`config.mk`:
```
export PLATFORM = sky130hd
export DESIGN_NAME = roce_host_pkt_parser
export DESIGN_NICKNAME = d
export VERILOG_FILES = /design/src/rtl/roce_pkg.sv /design/src/rtl/roce_rx_psn_tracker.sv /design/src/rtl/roce_host_pkt_parser.sv
export SDC_FILE = /design/constraint.sdc
export NUM_CORES = 1
export LEC_CHECK = 0
export ABC_AREA = 1
export BUFFER_PORTS_ARGS = -buffer_cell sky130_fd_sc_hd__buf_2
export CORE_AREA = 2 2 276 278
export DETAILED_ROUTE_END_ITERATION = 16
export DIE_AREA = 0 0 278 280
export PLACE_DENSITY = 0.5
export SLEW_MARGIN = 20
export SYNTH_ARGS = -nofsm -noshare
export SYNTH_HDL_FRONTEND = slang
export SYNTH_SLANG_ARGS = --single-unit
```
`constraint.sdc`:
```
create_clock -name clk -period 9.3 [get_ports clk]
set_input_delay 0.93 -clock clk [delete_from_list [all_inputs] [get_ports clk]]
set_output_delay 0.93 -clock clk [all_outputs]
set_load 0.005 [all_outputs]
```
`src/rtl/roce_pkg.sv`:
```
// RoCEv2 wire-format constants, parser state type and byte-extraction helpers.
// Shared by the host receive parser and the host packet generator.
package roce_pkg;

    localparam int BEAT_BYTES            = 64;
    localparam int MIN_SINGLE_BEAT_BYTES = 54;

    // Byte offsets into the frame (wire byte 0 = first byte after preamble/SFD)
    localparam int ETH_TYPE_OFF       = 12;
    localparam int IP_VER_IHL_OFF     = 14;
    localparam int IP_PROTO_OFF       = 23;
    localparam int UDP_DPORT_OFF      = 36;
    localparam int BTH_OPCODE_OFF     = 42;
    localparam int BTH_DQP_OFF        = 47;
    localparam int BTH_ACKREQ_OFF     = 50;
    localparam int BTH_PSN_OFF        = 51;
    localparam int AETH_SYND_OFF      = 54;
    localparam int AETH_MSN_OFF       = 55;
    localparam int MAD_ATTR_OFF       = 78;
    localparam int MAD_ATTR_BEAT1_OFF = MAD_ATTR_OFF - BEAT_BYTES;

    localparam logic [15:0] ETHERTYPE_IPV4 = 16'h0800;
    localparam logic [7:0]  IPV4_VER_IHL   = 8'h45;
    localparam logic [7:0]  IP_PROTO_UDP   = 8'd17;
    localparam logic [15:0] ROCE_UDP_PORT  = 16'd4791;

    localparam logic [7:0]  OP_RC_SEND_ONLY = 8'h04;
    localparam logic [7:0]  OP_RC_ACK       = 8'h11;
    localparam logic [7:0]  OP_UD_SEND_ONLY = 8'h64;

    localparam logic [23:0] GSI_QPN      = 24'd1;
    localparam logic [15:0] CM_ATTR_REP  = 16'h0013;
    localparam logic [15:0] CM_ATTR_DREQ = 16'h0015;

    typedef enum logic [1:0] {
        ST_IDLE,
        ST_HDR_OK,
        ST_BODY,
        ST_DROP
    } state_t;

    function automatic logic [7:0] wire_byte(input logic [511:0] d, input int idx);
        return d[8*idx +: 8];
    endfunction

    function automatic logic [15:0] wire_be16(input logic [511:0] d, input int idx);
        return {wire_byte(d, idx), wire_byte(d, idx + 1)};
    endfunction

    function automatic logic [23:0] wire_be24(input logic [511:0] d, input int idx);
        return {wire_byte(d, idx), wire_byte(d, idx + 1), wire_byte(d, idx + 2)};
    endfunction

endpackage

```
`src/rtl/roce_rx_psn_tracker.sv`:
```
// Expected-PSN tracker for a contiguous range of FPGA QPs; psn_err is combinational
// for the presented qpn/psn, state advances only on strobe.
module roce_rx_psn_tracker
    import roce_pkg::*;
#(
    parameter int QP_BASE = 2,
    parameter int NUM_QP  = 3
) (
    input  logic        clk,
    input  logic        rst,
    input  logic [23:0] qpn,
    input  logic [23:0] psn,
    input  logic        strobe,
    input  logic        clear,
    output logic        psn_err
);

    logic [23:0]       exp_psn [NUM_QP];
    logic [NUM_QP-1:0] seeded;
    logic [NUM_QP-1:0] hit;

    always_comb begin
        // NOTE: every always_comb output gets a default first so no path can infer a latch.
        hit     = '0;
        psn_err = 1'b0;
        for (int i = 0; i < NUM_QP; i++) begin
            hit[i] = (qpn == 24'(QP_BASE + i));
            if (hit[i] && seeded[i] && (psn != exp_psn[i]))
                psn_err = 1'b1;
        end
    end

    // A slot is unseeded after reset and after a CM REP/DREQ; its next RC packet seeds it.
    always_ff @(posedge clk) begin
        // NOTE: registered state is always assigned with <= so all flops update from pre-edge values.
        if (rst) begin
            seeded <= '0;
        end else if (clear) begin
            seeded <= '0;
        end else if (strobe) begin
            for (int i = 0; i < NUM_QP; i++)
                if (hit[i]) seeded[i] <= 1'b1;
        end
    end

    // NOTE: exp_psn is storage, not control; it is never reset because the seeded flags gate every read.
    always_ff @(posedge clk) begin
        if (strobe) begin
            for (int i = 0; i < NUM_QP; i++)
                if (hit[i]) exp_psn[i] <= psn + 24'd1;
        end
    end

endmodule

```
`src/rtl/roce_host_pkt_parser.sv`:
```
// Host-side RoCEv2 receive parser: validates Eth/IPv4/UDP/BTH on beat 0, classifies CM vs RC,
// reports fields one clock after tlast and tracks expected PSN per FPGA QP.
module roce_host_pkt_parser
    import roce_pkg::*;
#(
    parameter int C_AXIS_DATA_WIDTH = 512,
    parameter int QP_BASE           = 2,
    parameter int NUM_QP            = 3
) (
    input  logic                           clk,
    input  logic                           rst,
    input  logic [C_AXIS_DATA_WIDTH-1:0]   s_axis_tdata,
    input  logic [C_AXIS_DATA_WIDTH/8-1:0] s_axis_tkeep,
    input  logic                           s_axis_tvalid,
    input  logic                           s_axis_tlast,
    output logic                           s_axis_tready,
    output logic                           need_ACK,
    output logic [23:0]                    recv_PSN,
    output logic [23:0]                    recv_QPN,
    output logic [7:0]                     rx_opcode,
    output logic [15:0]                    cm_attr_id,
    output logic                           cm_msg_valid,
    output logic                           rc_pkt_valid,
    output logic                           psn_err,
    output logic [15:0]                    drop_cnt,
    output logic [31:0]                    pkt_cnt
);

    state_t      state;
    logic [7:0]  cap_op;
    logic [23:0] cap_qpn;
    logic [23:0] cap_psn;
    logic        cap_ack;
    logic [15:0] cap_attr;

    logic [7:0]  b0_op;
    logic [23:0] b0_qpn;
    logic [23:0] b0_psn;
    logic        b0_ack;
    logic        b0_hdr_ok;
    logic        b0_short;

    logic [7:0]  cur_op;
    logic [23:0] cur_qpn;
    logic [23:0] cur_psn;
    logic        cur_ack;
    logic [15:0] cur_attr;
    logic        cur_is_cm;
    logic        cur_is_rc;

    logic        beat;
    logic        beat_last;
    logic        rep_fire;
    logic        drop_fire;
    logic        cm_clear;
    logic        trk_err;
    logic        unused_tdata;

    assign s_axis_tready = ~rst;
    assign beat          = s_axis_tvalid & s_axis_tready;
    assign beat_last     = beat & s_axis_tlast;
    assign unused_tdata  = ^s_axis_tdata;

    // Beat-0 decode is always live; fields of frames longer than one beat come from the capture regs.
    always_comb begin
        b0_op     = wire_byte(s_axis_tdata, BTH_OPCODE_OFF);
        b0_qpn    = wire_be24(s_axis_tdata, BTH_DQP_OFF);
        b0_psn    = wire_be24(s_axis_tdata, BTH_PSN_OFF);
        b0_ack    = s_axis_tdata[8*BTH_ACKREQ_OFF + 7];
        b0_hdr_ok = (wire_be16(s_axis_tdata, ETH_TYPE_OFF) == ETHERTYPE_IPV4)
                 && (wire_byte(s_axis_tdata, IP_VER_IHL_OFF) == IPV4_VER_IHL)
                 && (wire_byte(s_axis_tdata, IP_PROTO_OFF) == IP_PROTO_UDP)
                 && (wire_be16(s_axis_tdata, UDP_DPORT_OFF) == ROCE_UDP_PORT);
        b0_short  = ($countones(s_axis_tkeep) < MIN_SINGLE_BEAT_BYTES);

        cur_op    = (state == ST_IDLE) ? b0_op  : cap_op;
        cur_qpn   = (state == ST_IDLE) ? b0_qpn : cap_qpn;
        cur_psn   = (state == ST_IDLE) ? b0_psn : cap_psn;
        cur_ack   = (state == ST_IDLE) ? b0_ack : cap_ack;
        cur_attr  = (state == ST_HDR_OK) ? wire_be16(s_axis_tdata, MAD_ATTR_BEAT1_OFF) : cap_attr;
        cur_is_cm = (cur_op == OP_UD_SEND_ONLY) && (cur_qpn == GSI_QPN);
        cur_is_rc = (cur_op[7:5] == 3'b000);

        rep_fire  = 1'b0;
        drop_fire = 1'b0;
        if (beat_last) begin
            case (state)
                ST_IDLE: begin
                    // A CM frame needs beat 1 for its attribute, so a single-beat CM is malformed.
                    if (!b0_hdr_ok || b0_short || cur_is_cm) drop_fire = 1'b1;
                    else                                      rep_fire  = 1'b1;
                end
                ST_HDR_OK, ST_BODY: rep_fire  = 1'b1;
                default:            drop_fire = 1'b1;
            endcase
        end

        cm_clear = rep_fire && cur_is_cm
                && ((cur_attr == CM_ATTR_REP) || (cur_attr == CM_ATTR_DREQ));
    end

    roce_rx_psn_tracker #(
        .QP_BASE (QP_BASE),
        .NUM_QP  (NUM_QP)
    ) u_psn_tracker (
        .clk     (clk),
        .rst     (rst),
        .qpn     (cur_qpn),
        .psn     (cur_psn),
        .strobe  (rep_fire & cur_is_rc),
        .clear   (cm_clear),
        .psn_err (trk_err)
    );

    always_ff @(posedge clk) begin
        if (rst) begin
            state        <= ST_IDLE;
            cap_op       <= '0;
            cap_qpn      <= '0;
            cap_psn      <= '0;
            cap_ack      <= 1'b0;
            cap_attr     <= '0;
            need_ACK     <= 1'b0;
            recv_PSN     <= '0;
            recv_QPN     <= '0;
            rx_opcode    <= '0;
            cm_attr_id   <= '0;
            cm_msg_valid <= 1'b0;
            rc_pkt_valid <= 1'b0;
            psn_err      <= 1'b0;
            drop_cnt     <= '0;
            pkt_cnt      <= '0;
        end else begin
            rc_pkt_valid <= rep_fire & cur_is_rc;
            need_ACK     <= rep_fire & cur_is_rc & cur_ack;
            psn_err      <= rep_fire & cur_is_rc & trk_err;
            cm_msg_valid <= rep_fire & cur_is_cm;

            if (rep_fire) begin
                recv_QPN  <= cur_qpn;
                rx_opcode <= cur_op;
                pkt_cnt   <= pkt_cnt + 32'd1;
                if (cur_is_rc) recv_PSN   <= cur_psn;
                if (cur_is_cm) cm_attr_id <= cur_attr;
            end

            if (drop_fire && (drop_cnt != 16'hFFFF))
                drop_cnt <= drop_cnt + 16'd1;

            if (beat) begin
                case (state)
                    ST_IDLE: begin
                        if (!s_axis_tlast) begin
                            state   <= b0_hdr_ok ? ST_HDR_OK : ST_DROP;
                            cap_op  <= b0_op;
                            cap_qpn <= b0_qpn;
                            cap_psn <= b0_psn;
                            cap_ack <= b0_ack;
                        end
                    end
                    ST_HDR_OK: begin
                        cap_attr <= cur_attr;
                        state    <= s_axis_tlast ? ST_IDLE : ST_BODY;
                    end
                    ST_BODY, ST_DROP: begin
                        if (s_axis_tlast) state <= ST_IDLE;
                    end
                    default: state <= ST_IDLE;
                endcase
            end
        end
    end

endmodule

```
== Word level (Yosys, flattened, before mapping) ==
Memories as Yosys holds them, arrays and structs flattened.
Index checks and enable logic that the tools add are counted.
Operators by class
  add/sub/neg operators: 66
  multiply operators: 0
  divide/modulo/power cells: 0
  order comparisons: 1
  eq/ne operators: 20
  shift-type cells: 0
  muxes and demuxes: 34
  bitwise gates (word level): 8
  reduce and logical (&&, ||, !) cells: 32
Operator list (count)
  2-to-1 mux 24 bit: 4
  inequality test 24 bit: 3
  adder 1 x 1 -> 2 bit: 32
  adder 2 x 2 -> 3 bit: 16
  equality test 24 x 2 -> 1 bit, second input constant: 2
  OR reduction 24 bit: 2
  adder 3 x 3 -> 4 bit: 8
  adder 32 x 1 -> 32 bit, second input constant: 1
  equality test 16 x 5 -> 1 bit, second input constant: 2
  adder 24 x 1 -> 24 bit, second input constant: 1
  equality test 24 x 1 -> 1 bit, second input constant: 1
  equality test 24 x 3 -> 1 bit, second input constant: 1
  adder 4 x 4 -> 5 bit: 4
  2-to-1 mux 1 bit: 19
  adder 16 x 1 -> 16 bit, second input constant: 1
  equality test 16 x 12 -> 1 bit, second input constant: 1
  equality test 16 x 13 -> 1 bit, second input constant: 1
  equality test 8 x 7 -> 1 bit, second input constant: 2
  2-to-1 mux 16 bit: 1
  inequality test 16 bit, second input constant: 1
  logical AND 1 bit: 13
  adder 5 x 5 -> 6 bit: 2
  2-to-1 mux 2 bit: 6
  AND reduction 2 bit: 6
  17 further kinds: 31
Storage, ports and cells
  flip-flop bits (word level): 202
  bits in latches: 0
  RAM bits: 72
  ROM bits: 0
  input bits: 580
  output and inout port bits: 125
  word-level logic and storage cells: 181
  memories: 1
Memories
  u_psn_tracker.exp_psn: words 3, width 24, rd ports 3, clocked after Yosys merged registers in 0, wr ports 1, RTL line roce_rx_psn_tracker.sv:18  | logic [23:0] exp_psn [NUM_QP];

== Longest topological paths before layout ==
Gate-level depths: netlist (run 1).
  word-level depth: 18
  depth in mapped cells: 31
  mapped depth without buffers: 30

== Cells and area by module ==
Synthesis (run 1) repeated with hierarchy kept, for this count alone.
Unflattened totals
  cells, all modules: 2297
  area total of the unflattened synthesis: 16378.2 µm²
Modules (own cells, without submodules)
  roce_host_pkt_parser: instances 1, cells each 1751, area each 12100.4 µm², seq. area each 3983.8 µm²
  roce_rx_psn_tracker: instances 1, cells each 546, area each 4277.9 µm², seq. area each 2222.1 µm²

== Worst setup path after synthesis (run 1) ==
No wires, ideal clock.
  path type: input -> register
  from: in s_axis_tkeep[35]
  to: mem u_psn_tracker.exp_psn[0][0] (enable)
  setup time: 0.405 ns
  data arrival time: 7.882 ns
  data required time: 8.895 ns
  setup slack: 1.013 ns
  stages on the path: 26
  buffers on the path: 1
  cells stage by stage: inv_1 fa_1 inv_1 fa_1 fa_1 inv_1 fa_1 inv_1 fa_1 fa_1 fa_1 inv_1 fa_1 fa_1 inv_1 nand3_1 nand3b_1 nand2_1 inv_1 nand2_1 o21ai_0 nand2_2 nand2_4 nand3_2 buf_2 nor2_1
Between the ends
  cells in the longest elaborated chain, start to end: 18
  elaborated cells between the ends (all ways): 25
  classes of those cells: add/sub (6); order compare (1); mux (13); bitwise (1); reduce/logical (4)
RTL lines
  start: declaration: RTL line roce_host_pkt_parser.sv:13  | input logic [C_AXIS_DATA_WIDTH/8-1:0] s_axis_tkeep,
  adder 1 x 1 -> 2 bit (not written as such) (*): RTL line roce_host_pkt_parser.sv:74  | b0_short = ($countones(s_axis_tkeep) < MIN_SINGLE_BEAT_BYTES);
  adder 2 x 2 -> 3 bit (not written as such) (*): RTL line roce_host_pkt_parser.sv:74
  adder 3 x 3 -> 4 bit (not written as such) (*): RTL line roce_host_pkt_parser.sv:74
  adder 4 x 4 -> 5 bit (not written as such) (*): RTL line roce_host_pkt_parser.sv:74
  adder 5 x 5 -> 6 bit (not written as such) (*): RTL line roce_host_pkt_parser.sv:74
  adder 6 x 6 -> 7 bit (not written as such) (*): RTL line roce_host_pkt_parser.sv:74
  less-than comparator 7 x 6 -> 1 bit (*): RTL line roce_host_pkt_parser.sv:74
  logical OR 1 bit (*) (2 in series): RTL line roce_host_pkt_parser.sv:90  | if (!b0_hdr_ok || b0_short || cur_is_cm) drop_fire = 1'b1;
  2-to-1 mux 1 bit (*): RTL line roce_host_pkt_parser.sv:90
  one-hot mux 1 bit (2 select lines) (*): RTL line roce_host_pkt_parser.sv:87  | case (state)
  2-to-1 mux 1 bit (*): RTL line roce_host_pkt_parser.sv:86  | if (beat_last) begin
  bitwise AND 1 bit (*): RTL line roce_host_pkt_parser.sv:110  | .strobe (rep_fire & cur_is_rc),
  2-to-1 mux 1 bit: RTL line roce_rx_psn_tracker.sv:48  | if (strobe) begin
  2-to-1 mux 1 bit (not written as such): RTL line roce_rx_psn_tracker.sv:50  | if (hit[i]) exp_psn[i] <= psn + 24'd1;
  OR reduction 24 bit (no line)
  2-to-1 mux 2 bit (no line) or 2-to-1 mux 1 bit (tied branches) (2 in series)
  end: declaration: RTL line roce_rx_psn_tracker.sv:18
Every way passes the cells marked *; elsewhere a longest branch is shown, timed or not.

== Worst setup path after layout (run 1) ==
  from: in s_axis_tkeep[3]
  to: mem u_psn_tracker.exp_psn[0][6] (enable)
The elaborated chain is that of the path after synthesis.

==> results.toml, run 1 <==
[outcome]
status = "finished clean"

[logic_synthesis]
synthDominantCellAreaShare_pct = 26.1
netlist_top_cells_area = "dfxtp_1 26%, edfxtp_1 14%, nand2_1 11%, inv_1 8.6%, fa_1 7.0%"
synthMuxAreaShare_pct = 0.194
yosysSeqAreaShare_pct = 40.1
netlist.top_cell.by_area = "dfxtp_1"
netlist_instances = 2035
yosys.area_share.adder_pct = 8.67
synth_seq_cells = 274
synth_fp_nets = 2690
synth_top_family_by_area = "simple AND/OR/NAND/NOR gates"
synthXorXnorAreaFrac_pct = 6.73
ys_async_sr_fraction_pct = 0
ys_types = 44
ys.flop_type = "dfxtp_1"
postSynthAreaPerCell_um2 = 7.61
synth_edf_count = 72
synth_warnings = 0
yosys.area_share.simple_pct = 22.6
mappedNetlistArea_um2 = 15500
synth-compound-area-share_pct = 10.4

[critical_path]
r2r_start = "state[0]"
worstSetupStartpoint = "s_axis_tkeep[3]"
path_class = "in2reg"
r2r_cells = 14
critPathLaunchType = "input port"
reg2reg_to = "u_psn_tracker.exp_psn[0][70]"
cp_max_fo = 24
r2r_slack_ps = 5340
arrival_ps = 8050
crit_required_ps = 9510
cp-end-kind = "flip-flop"
critPathCapture = "u_psn_tracker.exp_psn[0][6]"

[clocking]
clk_pin_slew_ps = 60
cts_buffers = 37
clockRootBuffer = "clkbuf_16"
post_cts_buffers = 0
post_cts_resized = 0
clock_latency_ps = 580
clockBufferDepth = 3
cts_sinks = 274
h-tree-depth = 2
holdBufCountCts = 0
tritoncts = "done"

[power]
p_int_mw = 3.05
p_sw_share_pct = 41.2
peakVddDrop_mv = 0.589
p_clk_share_pct = 28.0
netSwitchingPower_mw = 2.14
p_leak_nw = 8.73
cellPowerDensity_nw_per_um2 = 270
total_power_mw = 5.20
seqPwrFrac_pct = 24.4
combPwrFrac_pct = 47.6

[drt]
vias = 13500
wire_per_inst_um = 14.9
vias_per_cell = 4.05
totalWireLength_um = 49400
ant_nets = 0
drc = 0
drt_first_pass_iters = 7
first_iter_violations = 657

[layout]
areaGrowthSynthToFinish_pct = 24.1
diodes = 0
final_common_cell = "nand2_1"
drive_above_1_share_pct = 17.8
fill_cells = 8254
nNetsFinal = 2974
layout_common_cells = "457 x nand2_1, 353 x inv_1, 305 x buf_2, 223 x nor2_1, 202 x dfxtp_1"

[floorplanning]
die_area_um2 = 77800
io_pins = 705
initial_core_util_pct = 20.6
die-width_um = 278
rows = 101
die_h_um = 280
core-area_um2 = 75200

[timing]
min_period_over_period_pct = 84.3
setup_viol = 0
maxSlewHeadroom_pct = 37.3
skew_ps = 37.2
clock.fmax_mhz = 128
fin_setup_tns_ps = 0
fin_crit_ps = 7840
tightest_slew_ps = 941
rsz0062_at_grt = "no"
maxSlewViolCount = 0
finalHoldViolCount = 0

[global_route]
overflow = 0
grt_max_degree = 98
grt_antenna_before_repair = 9
grt_pass1_wl_um = 75200
grt_pass1_vias = 12800
grt.total_usage_pct = 12.5

[placed_design]
gp_congestion = 0.845
hpwl_um = 37100
port-buffer-count = 305

[run]
drv_cap = 0

[hold_path]
hold_path_class = "reg2reg"
worst max-delay path, stage by stage:
cell	delay, ps
buf_2	100
inv_1	210
fa_1	590
fa_1	610
fa_1	450
fa_1	490
fa_1	540
fa_1	430
fa_1	510
fa_1	410
nor2_1	220
inv_1	80
fa_1	360
inv_1	110
nand3_1	100
nand3b_1	100
nand2_1	50
inv_1	40
nand2_1	50
o21ai_0	620
nand2_2	140
nand2_4	200
nand3_2	170
nor2_2	140
buf_4	370
layout make-up:
| cell class | count | area [um^2] | area share (%) |
|---|---|---|---|
| multi-input cells | 1327 | 7550 | 39.3 |
| flip-flops and latches | 274 | 6210 | 32.3 |
| repair buffers | 320 | 1650 | 8.59 |
| inverters | 359 | 1360 | 7.05 |
| well taps | 978 | 1220 | 6.36 |
| clock buffers | 45 | 976 | 5.07 |
| clock inverters | 21 | 265 | 1.38 |
sequential cells by signal, summed over array words and instances (netlist names):
name / cells
drop_cnt: 16
rx_opcode: 8
cm_attr_id: 16
cap_qpn: 24
u_psn_tracker.seeded: 3
cap_ack: 1
cap_op: 8
recv_PSN: 24
recv_QPN: 24
cap_psn: 24
pkt_cnt: 32
cm_msg_valid: 1
need_ACK: 1
psn_err: 1
u_psn_tracker.exp_psn: 72
state: 2
rc_pkt_valid: 1
cap_attr: 16
cell usage after synthesis, drive strengths merged (33+ instances only):
master,n
o21ai,139
o21bai,33
xnor2,34
clkbuf,33
nand2,464
buf,42
fa,54
dfxtp,202
nor2,231
xor2,85
inv,357
nand4,39
a21oi,115
nand3,56
edfxtp,72
routing by layer:
layer  wire, um  share of wire, %  GRT usage, %  vias up
met2      22500                46          20.2      308
met4       1080               2.2          3.04       10
li1           -                 -             -     6911
met5         57              0.12             0        -
met1      22800                46          16.7     6157
met3       3040               6.1          3.16       72
how the worst min path moves through the flow:
stage                 startpoint           end  slack, ps  cells after the start
floorplan           cap_attr[10]  cap_attr[10]        420                      2
global placement     cap_attr[8]   cap_attr[8]        440                      2
detailed placement  cap_attr[10]  cap_attr[10]        450                      2
CTS                 cap_attr[10]  cap_attr[10]        460                      2
global route         cap_attr[8]   cap_attr[8]        490                      2
finish               cap_attr[8]   cap_attr[8]        450                      2
metrics by stage:
stage          instances  hold WS [ps]  worst slack [ps]  cell area, um^2  util [%]
3_5_place_dp        3258           448               577            18000      23.9
6_report            3324           454              1460            19200      25.6
2_1_floorplan       2035           424              1010            15500         -
4_1_cts             3324           457              1190            19200      25.6
5_1_grt             3324           492               888            19200      25.6
3_3_place_gp        3258           439               622            18000      23.9
power by group through the flow:
stage / combinational (mW) / sequential (mW) / clock [mW]
final: 2.47 / 1.27 / 1.46
after global routing: 2.87 / 1.27 / 1.56
after CTS: 2.54 / 1.27 / 1.52
after detailed placement: 2.52 / 1.29 / 0
after global placement: 2.51 / 1.29 / 0
after floorplan: 1.98 / 1.29 / 0
logic make-up (layout without fill, tap and decap cells):
group                      count (synthesis)  in the layout
AOI/OAI and AO/OA                        292            292
and+or+nand+nor                          838            838
muxes                                      3              3
DFF                                      274            274
buffers and inverters                    434            745
xor gates and xnor gates                 119            119
adders and majority gates                 75             75
Power figures use the tool's default switching activity.
==> run 2: changes to the inputs <==
- clock period: 9.3 -> 7.3 ns (I/O delays scaled with it)
==> run 2 against run 1 <==
- sequential share of layout area is 0.71 points lower
- highest routed layer unchanged
- cell area is 2.3% higher
- non-clock buffer count is 33 higher
- die area stayed put
- wire length is 4.5% higher
- critical endpoint is now recv_PSN[3]
==> results.toml, run 2 (synthesized netlist as in run 1, its figures left out) <==
[outcome]
status = "finished clean"

[critical_path]
crit_family = "adder cells"
path_class = "in2reg"
path_buf_inv = 9
arrival_ps = 7310
crit_top_cell = "fa_1"
crit_required_ps = 7730
cp-end-kind = "flip-flop"
critPathLaunchType = "input port"
cp_max_fo = 18
cp_slowest_cell = "fa_1"
critPathMaxStageDelay_ps = 590

[placed_design]
hpwl_um = 39200
placed_area_um2 = 18500
port-buffer-count = 305
placedCellCount = 3291
gp_congestion = 0.877

[floorplanning]
io_pins = 705
initial_core_util_pct = 20.6
die_h_um = 280
core-area_um2 = 75200
rows = 101
die_area_um2 = 77800
die-width_um = 278

[timing]
rsz0062_at_grt = "no"
maxSlewHeadroom_pct = 33.3
fin_hold_ws_ps = 425
fin_setup_tns_ps = 0
skew_ps = 16.9
clock.fmax_mhz = 146
tightest_slew_ps = 1000
min_period_over_period_pct = 94.1
setup_viol = 0
fin_crit_ps = 6870
finalHoldViolCount = 0
maxSlewViolCount = 0

[layout]
drive_above_1_share_pct = 18.9
layout_common_cells = "457 x nand2_1, 353 x inv_1, 305 x buf_2, 223 x nor2_1, 202 x dfxtp_1"
top_register = "u_psn_tracker.exp_psn"
areaGrowthSynthToFinish_pct = 27.0
nNetsFinal = 3006
reg_top3 = "u_psn_tracker.exp_psn x72, pkt_cnt x32"
largest_reg_flops = 72
final_cell_area_um2 = 19700
final_common_cell = "nand2_1"
final_cells = 3357

[global_route]
overflow = 0
grt_pass1_wl_um = 77100
grt.total_usage_pct = 13.0
grt_antenna_before_repair = 7
grt_max_degree = 92
grt_pass1_vias = 12900

[power]
peakVddDrop_mv = 0.784
cellPowerDensity_nw_per_um2 = 350
p_leak_nw = 8.94
total_power_mw = 6.88

[drt]
vias_per_cell = 4.04
wire_per_inst_um = 15.4
totalWireLength_um = 51700
drc = 0
first_iter_violations = 852
drt_first_pass_iters = 7
ant_nets = 0
vias = 13600

[clocking]
clockRootBuffer = "clkbuf_16"
cts_sinks = 274
tritoncts = "done"
clock_latency_ps = 560
cts_buffers = 36
post_cts_buffers = 0
clockBufferDepth = 3
clk_pin_slew_ps = 50
h-tree-depth = 2

[run]
drv_cap = 0

[hold_path]
hold_path_class = "in2reg"
-- run 2: path summary, 6_finish.rpt --
kind | start | end | slack (ps) | cells past startpoint
hold / removal | s_axis_tdata[425] | cap_psn[1] | 420 | 3
setup / recovery | s_axis_tkeep[23] | recv_PSN[3] | 430 | 29
hold reg to reg | cap_attr[8] | cap_attr[8] | 450 | 2
setup reg to reg | state[0] | u_psn_tracker.exp_psn[0][22] | 3320 | 13
-- run 2: layout make-up --
| cell class | count | area (um^2) |
|---|---|---|
| fillers | 8324 | 55500 |
| multi-input cells | 1327 | 7580 |
| flip-flops and latches | 274 | 6210 |
| repair buffers | 353 | 2150 |
| inverters | 359 | 1360 |
| well taps | 978 | 1220 |
| clock buffers | 52 | 1050 |
| clock inverters | 12 | 101 |
| diodes | 2 | 5.00 |
-- run 2: routing by layer --
layer / vias up / global-route usage, % / share of wire, %
met3: 71 / 3.64 / 6.7
met2: 319 / 20.2 / 44
met5: - / 0 / 0.079
met4: 6 / 4.62 / 3.6
met1: 6168 / 17.1 / 45
li1: 6992 / - / -
-- run 2: report_power, final --
group	total (mW)	internal, mW	switching (mW)
logic	3.52	1.47	2.04
clock network	1.75	1.01	0.740
registers	1.61	1.60	0.0135
-- run 2: through the flow --
stage	setup WS (ps)	utilization, %
6_report	427	26.2
2_1_floorplan	28.8	-
4_1_cts	281	26.1
3_5_place_dp	-280	24.6
3_3_place_gp	-310	24.6
5_1_grt	69.3	26.2
-- run 2: timing repair --
| action | CTS | global route |
|---|---|---|
| hold buffers | 0 | 0 |
| gates resized for setup | 0 | 1 |
| endpoints found under the setup margin | 0 | 1 |
-- run 2: tightest hold or removal path, cell delays in order --
cell    delay (ps)
buf_2           90
nor2_1          40
nor2_1          80
==> run 3: changes to the inputs <==
- CORE_AREA: 2 2 276 278 -> 4 4 270 272
- CTS_CLUSTER_DIAMETER: not set -> 200
- DIE_AREA: 0 0 278 280 -> 0 0 274 276
- PLACE_DENSITY: 0.5 -> 0.53
- SYNTH_HIERARCHICAL: not set -> 1
==> run 3 against run 2 <==
- combinational power decreased by 2%
- synthesized cell count increased by 13%
- cell count increased by 6.3%
- clock power about the same
- non-clock buffer count decreased by 11
- clock-buffer cell count increased by 4
- largest cell class unchanged
==> results.toml, run 3 <==
[clocking]
clock_latency_ps = 540
clk_pin_slew_ps = 50
clockRootBuffer = "clkbuf_16"
cts_sinks = 274
clockBufferDepth = 3
holdBufCountCts = 0
h-tree-depth = 2
tritoncts = "done"
cts_buffers = 35

[global_route]
grt_pass1_wl_um = 82600
grt_pass1_vias = 14300
grt_antenna_before_repair = 13
grt.total_usage_pct = 13.8
grt_max_degree = 82
overflow = 0

[floorplanning]
initial_core_util_pct = 23.1
die_h_um = 276
core-area_um2 = 70800
die_area_um2 = 75600
rows = 98
io_pins = 705
die-width_um = 274

[timing]
fin_ws_ps = 515
maxSlewHeadroom_pct = 36.2
tightest_slew_ps = 955
min_period_over_period_pct = 93.0
fin_crit_ps = 6790
setup_viol = 0
rsz0062_at_grt = "no"
finalHoldViolCount = 0
skew_ps = 15.9
clock.fmax_mhz = 147
maxSlewViolCount = 0

[placed_design]
placedCellCount = 3500
hpwl_um = 40300
placed_area_um2 = 19100
port-buffer-count = 305
dpl_worst_slack_ps = -238
gp_congestion = 0.868

[drt]
ant_nets = 0
first_iter_violations = 1159
vias_per_cell = 4.14
drc = 0
wire_per_inst_um = 14.9
drt_first_pass_iters = 5
vias = 14800
totalWireLength_um = 53000

[critical_path]
r2r_start = "state[0]"
cp-end-kind = "flip-flop"
cp_slowest_cell = "fa_1"
critPathLaunchType = "input port"
r2r_slack_ps = 3730
cp_max_fo = 31
r2r_cells = 19
crit_required_ps = 7720
crit_top_cell = "fa_1"
path_class = "in2reg"
critPathMaxStageDelay_ps = 550
reg2reg_to = "pkt_cnt[0]"
arrival_ps = 7210

[logic_synthesis]
synthDominantCellAreaShare_pct = 24.7
ys_types = 41
synth_fp_nets = 2952
postSynthAreaPerCell_um2 = 7.13
mappedNetlistArea_um2 = 16400
yosysSeqAreaShare_pct = 37.9
netlist.top_cell.by_area = "dfxtp_1"
synth_warnings = 6
ys.flop_type = "dfxtp_1"
synth_edf_count = 72
synth_seq_cells = 274
netlist_instances = 2297
netlist_top_cells_area = "dfxtp_1 25%, edfxtp_1 13%, nand2_1 12%, inv_1 9.6%, nor2_1 7.2%"
ys_async_sr_fraction_pct = 0
synthTopCellsByCount = "541 x nand2_1, 421 x inv_1, 315 x nor2_1"
synth.most_common_cell = "nand2_1"

[layout]
reg_top3 = "u_psn_tracker/exp_psn x72, pkt_cnt x32"
final_cells = 3568
multi_input_comb_area_um2 = 8180
drive_above_1_share_pct = 17.9
areaGrowthSynthToFinish_pct = 23.6
final_cell_area_um2 = 20200
largest_reg_flops = 72
layout_common_cells = "541 x nand2_1, 419 x inv_1, 312 x nor2_1, 305 x buf_2, 202 x dfxtp_1"
fill_cells = 7843
final_common_cell = "nand2_1"
regArea_um2 = 6210
top_register = "u_psn_tracker/exp_psn"
nNetsFinal = 3242

[power]
peakVddDrop_mv = 0.793
cellPowerDensity_nw_per_um2 = 334
p_leak_nw = 9.62

[hold_path]
hold_start = "s_axis_tdata[412]"
hold_path_class = "in2reg"
holdPathEnd = "cap_psn[20]"
hold_path_depth = 3

[run]
drv_cap = 0

[outcome]
status = "finished clean"
==> run 3: cell count changes in the layout (fill, tap and decap cells not counted), sizes merged, moves of 7 or more <==
cell    previous run  this run
a21oi            115        90
buf              353       342
inv              360       426
mux2i              3        10
nand2            464       554
nand3             56        84
nand4             39        79
nor2             231       320
o21ai            139       146
o21bai            33         0
or2                0        26
xnor2             34        15
xor2              85        64
==> run 3: worst max-delay path: cells and delay by family <==
family | cells | cell delay [ps]
AOI/OAI and AO/OA | 1 | 60
adders and majority gates | 9 | 4200
buffers and inverters | 10 | 1150
and+or+nand+nor | 12 | 1050
==> run 3: cell type report <==
| type | count | area share, % |
|---|---|---|
| multi-input combinational | 1509 | 40.4 |
| clock inverter | 5 | 0.358 |
| clock buffer | 56 | 5.22 |
| sequential | 274 | 30.7 |
| timing repair buffer | 342 | 9.55 |
| tap | 950 | 5.87 |
| inverter | 425 | 7.89 |
| antenna | 7 | 0.0865 |
==> run 3: stage by stage <==
step,utilization [%],power (mW),hold WS [ps],TNS (ps)
after floorplan,-,4.22,435,0
after global placement,27.0,5.15,451,-9210
after detailed placement,27.0,5.17,455,-14860
final,28.6,6.76,434,0
after global routing,28.6,7.57,423,0
after CTS,28.6,6.94,396,0
==> run 3: how the worst max path moves through the flow <==
stage	endpoint	slack, ps	cells past startpoint	start
3_3_place_gp	pkt_cnt[0]	-190	32	s_axis_tkeep[23]
6_report	pkt_cnt[0]	510	32	s_axis_tkeep[23]
2_1_floorplan	u_psn_tracker/exp_psn[0][0]	20	28	s_axis_tkeep[35]
5_1_grt	pkt_cnt[0]	90	32	s_axis_tkeep[23]
4_1_cts	pkt_cnt[0]	350	32	s_axis_tkeep[23]
3_5_place_dp	pkt_cnt[0]	-240	32	s_axis_tkeep[23]
==> run 3: logic make-up after synthesis <==
logic type,Yosys count,share of synthesized area [%]
simple gates,1106,28.9
mux,10,0.611
flops,274,37.9
compound gates,239,7.62
xor+xnor,79,4.22
fa+ha+maj,75,8.20
buf+inv,514,12.5
==> run 3: metal layers <==
| layer | vias to the layer above | global-route usage, % | routed length, um |
|---|---|---|---|
| li1 | 7689 | - | - |
| met1 | 6605 | 19.3 | 25100 |
| met2 | 424 | 21.5 | 22800 |
| met3 | 52 | 3.82 | 4320 |
| met4 | 10 | 2.38 | 671 |
| met5 | - | 0 | 78 |
==> run 3: power breakdown <==
group / switching (mW) / leakage [nW] / internal (mW) / total [mW]
Clock: 0.688 / 0.549 / 1.03 / 1.72
Combinational: 1.99 / 6.79 / 1.44 / 3.44
Sequential: 0.0118 / 2.28 / 1.59 / 1.61
==> run 3: what timing repair did <==
| action | CTS | global route |
|---|---|---|
| setup buffers | 0 | 0 |
| endpoints found under the setup margin | 0 | 6 |
| gates resized for setup | 0 | 1 |
